===== config.mk =====
export PLATFORM = sky130hd
export DESIGN_NAME = bcd_to_binary
export DESIGN_NICKNAME = d
export VERILOG_FILES = /design/src/rtl/bcd_to_binary.sv
export SDC_FILE = /design/constraint.sdc
export NUM_CORES = 1
export LEC_CHECK = 0
export ABC_AREA = 1
export BUFFER_PORTS_ARGS = -buffer_cell sky130_fd_sc_hd__buf_2
export CAP_MARGIN = 15
export CORE_MARGIN = 2
export CORE_UTILIZATION = 33
export CTS_BUF_LIST = sky130_fd_sc_hd__clkbuf_8
export CTS_CLUSTER_DIAMETER = 100
export DETAILED_ROUTE_END_ITERATION = 8
export GPL_TIMING_DRIVEN = 1
export SLEW_MARGIN = 20
export SYNTH_ARGS = -nofsm -noshare
export SYNTH_HDL_FRONTEND = slang
export SYNTH_SLANG_ARGS = --single-unit
export TNS_END_PERCENT = 20

===== constraint.sdc =====
create_clock -name clk -period 3.8 [get_ports clk]
set_input_delay 0.76 -clock clk [delete_from_list [all_inputs] [get_ports clk]]
set_output_delay 0.76 -clock clk [all_outputs]
set_load 0.02 [all_outputs]

===== src/rtl/bcd_to_binary.sv =====
// Serial BCD-to-binary converter (reverse double-dabble): 8 BCD digits in, binary value out
// after 32 shift/correct steps, using a start/ready/done handshake.
module bcd_to_binary #(
  parameter int BIN_W = 27
) (
  input  logic             clk,
  input  logic             rst,
  input  logic             start,
  input  logic [3:0]       digit7,
  input  logic [3:0]       digit6,
  input  logic [3:0]       digit5,
  input  logic [3:0]       digit4,
  input  logic [3:0]       digit3,
  input  logic [3:0]       digit2,
  input  logic [3:0]       digit1,
  input  logic [3:0]       digit0,
  output logic             ready,
  output logic             done,
  output logic             err,
  output logic [BIN_W-1:0] binaryValue
);

  typedef enum logic [1:0] {
    IDLE   = 2'd0,
    SHIFT  = 2'd1,
    FINISH = 2'd2
  } state_t;

  state_t      state, state_next;
  logic [63:0] sr;
  logic [63:0] shifted;
  logic [63:0] stepped;
  logic [5:0]  cnt;
  logic        err_pend;
  logic [31:0] digits_in;
  logic        bad_digit;
  logic [BIN_W-1:0] bin_res;

  assign digits_in = {digit7, digit6, digit5, digit4, digit3, digit2, digit1, digit0};

  always_comb begin
    bad_digit = 1'b0;
    for (int unsigned i = 0; i < 8; i++) begin
      if (digits_in[4*i +: 4] > 4'd9) bad_digit = 1'b1;
    end
  end

  // One reverse double-dabble step: shift right, then pull each BCD nibble >= 8 back by 3.
  always_comb begin
    shifted = sr >> 1;
    stepped = shifted;
    for (int unsigned i = 0; i < 8; i++) begin
      if (shifted[32 + 4*i + 3]) stepped[32 + 4*i +: 4] = shifted[32 + 4*i +: 4] - 4'd3;
    end
  end

  generate
    if (BIN_W > 32) begin : g_wide
      assign bin_res = {{(BIN_W-32){1'b0}}, sr[31:0]};
    end else begin : g_narrow
      assign bin_res = sr[BIN_W-1:0];
    end
  endgenerate

  always_comb begin
    state_next = state;
    unique case (state)
      IDLE:    if (start) state_next = bad_digit ? FINISH : SHIFT;
      SHIFT:   if (cnt == 6'd31) state_next = FINISH;
      FINISH:  state_next = IDLE;
      default: state_next = IDLE;
    endcase
  end

  always_ff @(posedge clk or negedge rst) begin
    if (!rst) begin
      state       <= IDLE;
      sr          <= '0;
      cnt         <= '0;
      err_pend    <= 1'b0;
      ready       <= 1'b1;
      done        <= 1'b0;
      err         <= 1'b0;
      binaryValue <= '0;
    end else begin
      state <= state_next;
      done  <= 1'b0;
      unique case (state)
        IDLE: begin
          if (start) begin
            sr       <= {digits_in, 32'd0};
            cnt      <= '0;
            err_pend <= bad_digit;
            ready    <= 1'b0;
          end
        end
        SHIFT: begin
          sr  <= stepped;
          cnt <= cnt + 6'd1;
        end
        FINISH: begin
          binaryValue <= err_pend ? '0 : bin_res;
          err         <= err_pend;
          done        <= 1'b1;
          ready       <= 1'b1;
        end
        default: ;
      endcase
    end
  end

endmodule

==> impl_results.md, run 1 <==
- GR Overflow Total: 0
- Cell Area, Synth: around 4500 µm²
- Fin nets: a little under 600
- Setup Buffers After CTS: 0
- Vias in the first global route: around 3.5k
- Launch point of the critical path: state[0]$_DFFE_PN0P_
- Row count: 42
- Drt via density: just under 5
- Initial Utilization: 0.340
- Routed WL: ~10 mm
- CTS clk-pin slew, worst paths: 0.10 ns
- Final Instance Count excl. Fillers: ~730
- Reg2reg path depth: 7
- Placed cells: 718
- CTS buffer count: 9
- Root Buffer: clkbuf_8
- GPL Wtd Cong: a little under 0.8
- Detailed Routing Iterations Pass 1: 5
- Vias: 3551
- Final setup fails: 0
- Critical Path AT: 2.55 ns
- R2r endpoint: sr[51]$_DFFE_PN0P_
- Worst-case clock skew: around 0.01 ns
- Critical path buffers and inverters: 2
- Synth unique cells: 25
- Critical path destination: sr[51]$_DFFE_PN0P_
- CTS H-tree depth: 3
- Synth Area per Inst: between 9 and 10 µm²
- Hold Path Class: input pin to async pin
- Core Area: between 10000 and 15000 µm²
- Share of cells above drive strength 1: 0.163
- Clk sinks: 103
- Top sig layer: met4
- RSZ-0062 raised after global routing: no
- Fmax: ~440 MHz
- DRT met1 WL: about 4.8 mm
- Pin count of the biggest net entering global routing: a little under 70
- Worst setup SP type: flip-flop
- Max-slew violation count: 0
- Peak VDD IR: approximately 0.00015 V
- Final hold slack: around 0.46 ns
- CTS Buffer Depth: 2
- Worst-path maximum fanout: 18
- Synth-to-Final Area Change: 14.2%
- Launching point of the worst reg2reg path: state[0]$_DFFE_PN0P_
- Hold Violations, Final: 0
- Ant. Diodes: 0
- Fillers: between 1k and 1.5k
- Antenna viol nets, final: 0
- LEAKAGE: 0.00246 µW
- # port buffers: 64
- Met3 wire len: between 500 and 600 µm
- Clock latency on the worst-skew pair: ~0.36 ns
- Kind of cell with the highest combined delay on the critical path: simple AND/OR/NAND/NOR gates
- CP max-delay cell: nor2_1
- CP required: just over 4 ns
- Crit path depth: 7
- Initial antenna violation count: 0
- First-pass GRT wire length: around 17 mm
- Synth Instances: 498
- CP dominant cell by count: nor2_1
- Post-CTS resize count: 0
- Status: completed
- Die W: between 100 and 150 µm
- Crit. End Element: flip-flop
- Sequential area share after synthesis: 0.570
- CTS Hold Bufs: 0
- Critical path's largest stage delay: between 0.6 and 0.7 ns
- CP Class: flip-flop to flip-flop
- Placed wire-length estimate: between 6 and 7 mm
- Syn_nets: ~540
- Final period util: 0.601
- FF-to-FF setup slack: around 1.5 ns
- IO Pins: 65
- CP cell instances: inv_2 > nor2_1 > buf_4 > nand2_1 > nor2_1 > a21oi_1 > o21ai_0
- Die Area: about 15000 µm²
- Final TNS setup: 0 ns
- CTS tree: built
- Slew HR: 0.391
- Overall power: about 2200 µW
- Drc violations: 0
- Die H: 121 µm
- Flip-flop and latch count after synthesis: between 100 and 150
- Total GRT Usage: 0.143
- Initial detailed-routing violation count: about 340
- Min Tclk post-route: about 2.3 ns
- PwrDens: 433 nW/µm²
- Syn. warnings: 0
- WL met2: around 4.5 mm
- Worst Tran Pin Value: approximately 0.9 ns
- Max-cap violations: 0
- Routed length per instance: ~14 µm
==> cell usage in the layout (no fill, tap or decap) <==
master / netlist / routed
o21bai_1: 1 / 1
ha_1: 8 / 8
o21ai_0: 50 / 50
o21a_1: 1 / 1
inv_6: 0 / 2
o22ai_1: 41 / 41
nor2_4: 1 / 1
inv_2: 3 / 3
dfstp_2: 1 / 1
nand3_1: 4 / 4
o21ai_1: 20 / 20
or2_1: 1 / 1
clkbuf_8: 0 / 9
inv_1: 56 / 57
a21oi_1: 32 / 32
xor2_1: 14 / 14
a22o_1: 2 / 2
a22oi_1: 1 / 1
buf_2: 13 / 63
a21o_1: 6 / 6
nand2_1: 84 / 82
o211ai_1: 1 / 1
clkinvlp_4: 0 / 3
buf_4: 3 / 6
inv_8: 0 / 1
nand2_2: 0 / 2
dfrtp_1: 102 / 102
nor2_1: 44 / 44
==> per-stage QoR <==
stage	worst slack [ns]	util	area (µm²)
final	1.51	0.388	5160
after global routing	1.23	0.388	5160
after CTS	1.51	0.388	5160
after detailed placement	1.52	0.375	4990
after global placement	1.63	0.375	4990
after floorplan	2.29	-	4520
==> cell families (layout without fill, tap and decap cells) <==
logic type,after synthesis,count (layout),share of synthesized area
xor gates and xnor gates,14,14,0.0271
and+or+nand+nor,134,134,0.115
buffers and inverters,84,144,0.0758
DFF,103,103,0.570
AOI/OAI and AO/OA,155,155,0.190
adders and majority gates,8,8,0.0221
==> power breakdown <==
| part | internal, µW | switching (µW) |
|---|---|---|
| clock network | 245 | 382 |
| registers | 1180 | 87.0 |
| logic | 130 | 214 |
==> worst min path at each step <==
stage	start	slack (ns)	endpoint	cells past startpoint
floorplan	err_pend$_DFFE_PN0P_	0.44	err_pend$_DFFE_PN0P_	2
global placement	binaryValue[1]$_DFFE_PN0P_	0.46	binaryValue[1]$_DFFE_PN0P_	2
detailed placement	binaryValue[0]$_DFFE_PN0P_	0.47	binaryValue[0]$_DFFE_PN0P_	2
CTS	rst	0.46	binaryValue[20]$_DFFE_PN0P_	1
global route	rst	0.50	binaryValue[20]$_DFFE_PN0P_	1
finish	rst	0.46	binaryValue[20]$_DFFE_PN0P_	1
==> state kept, by name, summed over array words and instances, names as in the netlist <==
| name | count |
|---|---|
| binaryValue | 27 |
| cnt | 6 |
| done | 1 |
| err | 1 |
| err_pend | 1 |
| ready | 1 |
| sr | 64 |
| state | 2 |
==> layout make-up <==
class                           instances  area [µm²]  share of cell area
Tap cell                              176         220              0.0426
Clock inverter                          7        55.1              0.0107
Clock buffer                            9         124              0.0240
Sequential cell                       103        2580               0.499
Timing Repair Buffer                   69         360              0.0698
Inverter                               59         221              0.0429
Multi-Input combinational cell        311        1610               0.311
==> synthesized netlist by cell type <==
| library cell | count | area, µm² |
|---|---|---|
| nand3_1 | 4 | 20.0 |
| nand2_1 | 84 | 315 |
| o211ai_1 | 1 | 7.51 |
| o21ai_0 | 50 | 250 |
| clkbuf_1 | 7 | 26.3 |
| xor2_1 | 14 | 123 |
| a22o_1 | 2 | 17.5 |
| buf_4 | 3 | 22.5 |
| buf_2 | 13 | 65.1 |
| nor2_4 | 1 | 11.3 |
| a21o_1 | 6 | 45.0 |
| inv_1 | 56 | 210 |
| a22oi_1 | 1 | 7.51 |
| a21oi_1 | 32 | 160 |
| dfstp_2 | 1 | 26.3 |
| o21ai_1 | 20 | 100 |
| o21bai_1 | 1 | 7.51 |
| dfrtp_1 | 102 | 2550 |
| o22ai_1 | 41 | 257 |
| o21a_1 | 1 | 7.51 |
| or2_1 | 1 | 6.26 |
| inv_2 | 3 | 11.3 |
| nor2_1 | 44 | 165 |
| ha_1 | 8 | 100 |
| buf_1 | 2 | 7.51 |
==> routing by layer <==
layer,vias up,global-route usage
met2,97,0.229
li1,1754,-
met4,0,0.0385
met3,13,0.0287
met5,-,0
met1,1687,0.198
Power figures use the tool's default switching activity.
==> run 2, diff against run 1 <==
- clock period: 3.8 -> 2.05 ns (I/O delays scaled with it)
==> run 2 against run 1 <==
Flip-flop and latch count is the same. Clock-buffer cell count grew 1. Via count grew 0.93%. Sequential share of layout area shrank 1.1 points. Combinational power grew 93%. Clock power grew 100%. Global-route usage grew 0.58 points. Clock skew is essentially flat. Largest power group unchanged. First-iteration DRC count shrank 30%.
==> impl_results.md, run 2 (same netlist as run 1, synthesis figures left out) <==
- Status: completed
- Fin nets: 602 (+1.0%)
- P_sw: 1320 µW (+94%)
- Worst Hold Depth: 3
- Max-slew violation count: 0 (unchanged)
- Overall power: 4280 µW (+91%)
- Kind of cell with the highest combined delay on the critical path: flip-flops
- Row count: 42 (unchanged)
- Crit path depth: 7 (unchanged)
- Switch share: 0.309 (+0.00362)
- Largest register FFs: 64 (unchanged)
- Worst Tran Pin Value: 0.495 ns (-0.418 ns)
- Initial Utilization: 0.340 (unchanged)
- Crit. End Element: flip-flop
- LEAKAGE: 0.00252 µW (+2.6%)
- Min Tclk post-route: 1.71 ns (-0.577 ns)
- FF-to-FF setup slack: 0.34 ns (-1.17 ns)
- CP Class: flip-flop to flip-flop
- Routed length per instance: 13.8 µm (+1.1%)
- CTS clk-pin slew, worst paths: 0.10 ns (about the same)
- CP required: 2.34 ns (-1.73 ns)
- Placed cells: 723 (+0.70%)
- GR Overflow Total: 0 (unchanged)
- Top Registers: sr: 64 flops, binaryValue: 27 flops, cnt: 6 flops
- Final TNS setup: 0 ns (unchanged)
- Routed WL: 10.2 mm (+1.9%)
- Die Area: 14700 µm² (unchanged)
- Max-cap violations: 0 (unchanged)
- R2r endpoint: sr[55]$_DFFE_PN0P_
- Worst-path maximum fanout: 18 (unchanged)
- FF/Latch Area: 2580 µm² (unchanged)
- Register with the most flip-flops: sr
- Hold Violations, Final: 0 (unchanged)
- Clock power share: 0.296 (+0.016)
- Vias: 3584 (+0.93%)
- Fillers: 1355 (-0.44%)
- Slew HR: 0.670 (+0.279)
- Drt via density: 4.84 (+0.11%)
- GPL Wtd Cong: 0.778 (-2.1%)
- Clk sinks: 103 (unchanged)
- First-pass GRT wire length: 17.3 mm (+3.0%)
- Most frequent cells in the layout: dfrtp_1 (102), nand2_1 (82), buf_2 (63)
- Combinational power share: 0.155 (about the same)
- IO Pins: 65 (unchanged)
- PwrDens: 811 nW/µm² (+87%)
- Seq pwr share: 0.549 (-0.017)
- Drc violations: 0 (unchanged)
- Share of cells above drive strength 1: 0.174 (+0.0107)
- WHS Endpoint: sr[34]$_DFFE_PN0P_
- Area taken by multi-input logic gates: 1610 µm² (unchanged)
- Reg2reg path depth: 7 (unchanged)
- Worst-case clock skew: 0.0101 ns (+0.000112 ns)
- Critical path buffers and inverters: 2 (unchanged)
- CTS buffer count: 9 (unchanged)
- Root Buffer: clkbuf_8
- Launching point of the worst reg2reg path: state[0]$_DFFE_PN0P_
- P_int: 2960 µW (+90%)
- # port buffers: 64 (unchanged)
- Placed wire-length estimate: 6.98 mm (+2.8%)
- Die H: 121 µm (unchanged)
- Final period util: 0.833 (+0.232)
- Ant. Diodes: 0 (unchanged)
- Fmax: 585 MHz (+34%)
- CP dominant cell by count: nor2_1
- Synth-to-Final Area Change: 16.9%
- Peak VDD IR: 0.000378 V (+150%)
- Detailed Routing Iterations Pass 1: 5 (unchanged)
- Die W: 121 µm (unchanged)
- Final core occ: 0.397 (+0.00894)
- Total GRT Usage: 0.149 (+0.00585)
- Hold Path Origin: digit0[2]
- Final Instance Count excl. Fillers: 740 (+0.82%)
- CTS tree: built
- CP max-delay cell: dfrtp_1
- Vias in the first global route: 3546 (+2.4%)
- Initial antenna violation count: 0 (unchanged)
- Clock latency on the worst-skew pair: 0.37 ns (about the same)
- CTS Buffer Depth: 2 (unchanged)
- RSZ-0062 raised after global routing: no
- Critical path's largest stage delay: 0.64 ns (about the same)
- CTS H-tree depth: 3 (unchanged)
- Most common cell after layout, fill and taps aside: dfrtp_1
- Setup Buffers After CTS: 0 (unchanged)
- Worst setup SP type: flip-flop
- CP cell instances: inv_2 > nor2_1 > buf_4 > nand2_1 > nor2_1 > a21oi_1 > o21ai_0
- Pin count of the biggest net entering global routing: 68 (unchanged)
- Core Area: 13300 µm² (unchanged)
- Hold Path Class: input pin to flip-flop
- Critical Path AT: 2.00 ns (-0.55 ns)
- Antenna viol nets, final: 0 (unchanged)
- Final setup fails: 0 (unchanged)
- Initial detailed-routing violation count: 235 (-30%)
## run 2: cell count changes in the layout (fill, tap and decap cells not counted), sizes merged
cell / delta
buf: +5
clkinv: +3
dlygate4sd3: +1
inv: -1
clkbuf: +1
clkinvlp: -3
## run 2: routing by layer
metal / share of wire / up-vias / GRT usage
met5: 0 / - / 0
met4: 0.013 / 0 / 0.0392
met3: 0.060 / 11 / 0.0352
met2: 0.45 / 106 / 0.236
met1: 0.48 / 1705 / 0.205
li1: - / 1762 / -
## run 2: final cells by class
class                   count  area share
multi-input cells         311       0.304
clock buffers              10      0.0260
clock inverters             6      0.0118
flip-flops and latches    103       0.488
inverters                  59      0.0419
well taps                 176      0.0417
repair buffers             75      0.0867
## run 2: per-stage QoR
stage                     instance area, µm²  worst slack, ns  hold slack [ns]
after floorplan                         4520            0.704            0.114
after global placement                  5070            0.285            0.381
after detailed placement                5070            0.225            0.385
after CTS                               5280            0.217            0.284
after global routing                    5280            0.152            0.291
final                                   5280            0.341            0.297
## run 2: worst register-to-register path: stages (launching register included)
cell     delay [ns]
dfrtp_1        0.64
inv_2          0.21
nor2_1         0.17
buf_4          0.25
nand2_1        0.08
nor2_1         0.09
a21oi_1        0.04
o21ai_0        0.15
## run 2: worst max path at each step
stage / startpoint / to / slack (ns)
after floorplan: state[0]$_DFFE_PN0P_ / sr[12]$_DFFE_PN0P_ / 0.70
after global placement: state[0]$_DFFE_PN0P_ / binaryValue[25]$_DFFE_PN0P_ / 0.29
after detailed placement: state[0]$_DFFE_PN0P_ / binaryValue[3]$_DFFE_PN0P_ / 0.22
after CTS: state[0]$_DFFE_PN0P_ / binaryValue[3]$_DFFE_PN0P_ / 0.22
after global routing: state[0]$_DFFE_PN0P_ / sr[55]$_DFFE_PN0P_ / 0.15
final: state[0]$_DFFE_PN0P_ / sr[55]$_DFFE_PN0P_ / 0.34
## run 2: repair_timing
item                                   in CTS  in global routing
setup endpoints to repair                   0                  1
gates resized for setup                     0                  1
hold buffers                                1                  0
endpoints found under the hold margin      27                  0
## run 2: power by group through the flow
stage / Sequential, µW / Clock (µW) / Combinational, µW
floorplan: 2360 / 0 / 441
global placement: 2380 / 0 / 646
detailed placement: 2390 / 0 / 668
CTS: 2350 / 1310 / 672
global route: 2380 / 1400 / 769
finish: 2350 / 1270 / 664
==> run 3, diff against run 2 <==
- clock period: 2.05 -> 1.8 ns (I/O delays scaled with it)
==> run 3 against run 2 <==
Flip-flop and latch count stayed put. Register-to-register slack worse by 0.02 ns. Critical path type unchanged. Final cell count grew 0.81%. Largest power group unchanged. Die area is the same. Highest routed layer unchanged. Non-clock buffer count up 6. Core utilization increased by 0.22 points. Hold slack worse by 0.041 ns. Total power increased by 15%. Sequential share of layout area down 0.24 points.
==> impl_results.md, run 3 (same netlist as run 1, synthesis figures left out) <==
- Worst setup SP type: flip-flop
- Post-route setup slack: 0.318 ns (-0.0231 ns)
- Worst-case clock skew: 0.0103 ns (+0.000157 ns)
- Final setup fails: 0 (unchanged)
- Fmax: 675 MHz (+15%)
- Antenna viol nets, final: 0 (unchanged)
- Peak VDD IR: 0.000463 V (+23%)
- CTS H-tree depth: 3 (unchanged)
- Final Instance Count excl. Fillers: 746 (+0.81%)
- Vias: 3590 (+0.17%)
- Initial antenna violation count: 0 (unchanged)
- Hold Path Class: input pin to flip-flop
- Synth-to-Final Area Change: 17.5%
- M3 GR Usage: 0.0367 (+0.00141)
- Status: completed
- Crit. End Element: flip-flop
- IO Pins: 65 (unchanged)
- Initial detailed-routing violation count: 218 (-7.2%)
- CTS buffer count: 9 (unchanged)
- Total GRT Usage: 0.146 (-0.00327)
- Min Tclk post-route: 1.48 ns (-0.227 ns)
- Initial Utilization: 0.340 (unchanged)
- Fin nets: 608 (+1.0%)
- Top Registers: sr: 64 flops, binaryValue: 27 flops, cnt: 6 flops
- RSZ-0062 raised after global routing: no
- Detailed Routing Iterations Pass 1: 4 (-1)
- Final core occ: 0.400 (+0.00216)
- Critical path's largest stage delay: 0.52 ns (-0.12 ns)
- First-pass GRT wire length: 17.0 mm (-1.8%)
- Worst-path maximum fanout: 40 (+22)
- Busiest grt layer: met2
- Critical Path AT: 1.75 ns (-0.25 ns)
- GR Overflow Total: 0 (unchanged)
- Max-cap violations: 0 (unchanged)
- Clock latency on the worst-skew pair: 0.37 ns (about the same)
- Largest register FFs: 64 (unchanged)
- CTS Buffer Depth: 2 (unchanged)
- Die Area: 14700 µm² (unchanged)
- Vias in the first global route: 3572 (+0.73%)
- CTS clk-pin slew, worst paths: 0.09 ns (about the same)
- Register with the most flip-flops: sr
- PwrDens: 928 nW/µm² (+14%)
- Hold Violations, Final: 0 (unchanged)
- Core Area: 13300 µm² (unchanged)
- Most common cell after layout, fill and taps aside: dfrtp_1
- Drt via density: 4.81 (-0.64%)
- GPL Wtd Cong: 0.806 (+3.7%)
- Clk sinks: 103 (unchanged)
- Setup Buffers After CTS: 0 (unchanged)
- CP required: 2.07 ns (-0.27 ns)
- Share of cells above drive strength 1: 0.181 (+0.00694)
- Ant. Diodes: 0 (unchanged)
- Placed wire-length estimate: 7.18 mm (+2.9%)
- Drc violations: 0 (unchanged)
- Routed WL: 10.1 mm (-0.60%)
- Root Buffer: clkbuf_8
- Die H: 121 µm (unchanged)
- Slew HR: 0.724 (+0.0537)
- Post-placement setup slack: 0.214 ns (-0.0111 ns)
- Area taken by multi-input logic gates: 1610 µm² (unchanged)
- CP cell instances: nand2_2 > buf_4 > nand2_1 > o21ai_0 > nand2_1 > o21ai_0
- Placed cells: 729 (+0.83%)
- CP max-delay cell: dfrtp_2
- Fillers: 1329 (-1.9%)
- CP Class: flip-flop to flip-flop
- Final period util: 0.823 (-0.0103)
- GR Util met2: 0.235 (-0.000351)
- Die W: 121 µm (unchanged)
- Most frequent cells in the layout: dfrtp_1 (101), nand2_1 (82), buf_2 (63)
- CTS tree: built
- Final TNS setup: 0 ns (unchanged)
- # port buffers: 64 (unchanged)
- Pin count of the biggest net entering global routing: 41 (-40%)
- Final hold slack: 0.257 ns (-0.0406 ns)
- Worst Tran Pin Value: 0.412 ns (-0.0821 ns)
- FF/Latch Area: 2580 µm² (about the same)
- Row count: 42 (unchanged)
- Routed length per instance: 13.6 µm (-1.4%)
- LEAKAGE: 0.00254 µW (+0.78%)
- Max-slew violation count: 0 (unchanged)
- Met1 usage: 0.194 (-0.0108)
[run 3: final cells by class]
type                    instances  share of cell area
well taps                     176              0.0415
inverters                      59              0.0417
multi-input cells             311               0.302
clock inverters                 6              0.0132
repair buffers                 81              0.0900
clock buffers                  10              0.0259
flip-flops and latches        103               0.486
[run 3: power by group]
group / internal (µW) / switching [µW] / total [µW] / leakage (µW)
Sequential: 2490 / 190 / 2680 / 0.00136
Clock: 691 / 798 / 1490 / 0.000106
Combinational: 308 / 452 / 760 / 0.00108
Total: 3490 / 1440 / 4930 / 0.00254
[run 3: final timing paths]
kind | depth (start not counted) | endpoint | startpoint | slack [ns]
max | 6 | sr[35]$_DFFE_PN0P_ | state[0]$_DFFE_PN0P_ | 0.32
min | 3 | sr[34]$_DFFE_PN0P_ | digit0[2] | 0.26
max reg2reg | 6 | sr[35]$_DFFE_PN0P_ | state[0]$_DFFE_PN0P_ | 0.32
min reg2reg | 2 | binaryValue[3]$_DFFE_PN0P_ | binaryValue[3]$_DFFE_PN0P_ | 0.48
max in group asynchronous | 3 | done$_DFF_PN0_ | rst | 0.74
min in group asynchronous | 2 | sr[15]$_DFFE_PN0P_ | rst | 0.46
[run 3: repair_timing]
item                       in CTS  in global routing
setup endpoints to repair       0                  1
hold buffers                    1                  0
resized for setup               0                  1
hold endpoints to repair       25                  0
[run 3: layer usage]
layer  vias to the layer above  routed length, µm
met5                         -                  0
met3                        13                576
li1                       1778                  -
met4                         0                150
met2                       101               4500
met1                      1698               4890
[run 3: critical path: cells and delay by family (launching register included)]
kind	cells	cell delay, ns
simple gates	3	0.29
compound gates	2	0.20
flops	1	0.52
buf+inv	1	0.38
[run 3: metrics by stage]
stage / instance area (µm²) / total power [µW]
finish: 5310 / 4930
global route: 5310 / 5220
CTS: 5310 / 4990
detailed placement: 5090 / 3480
global placement: 5090 / 3450
floorplan: 4520 / 3190
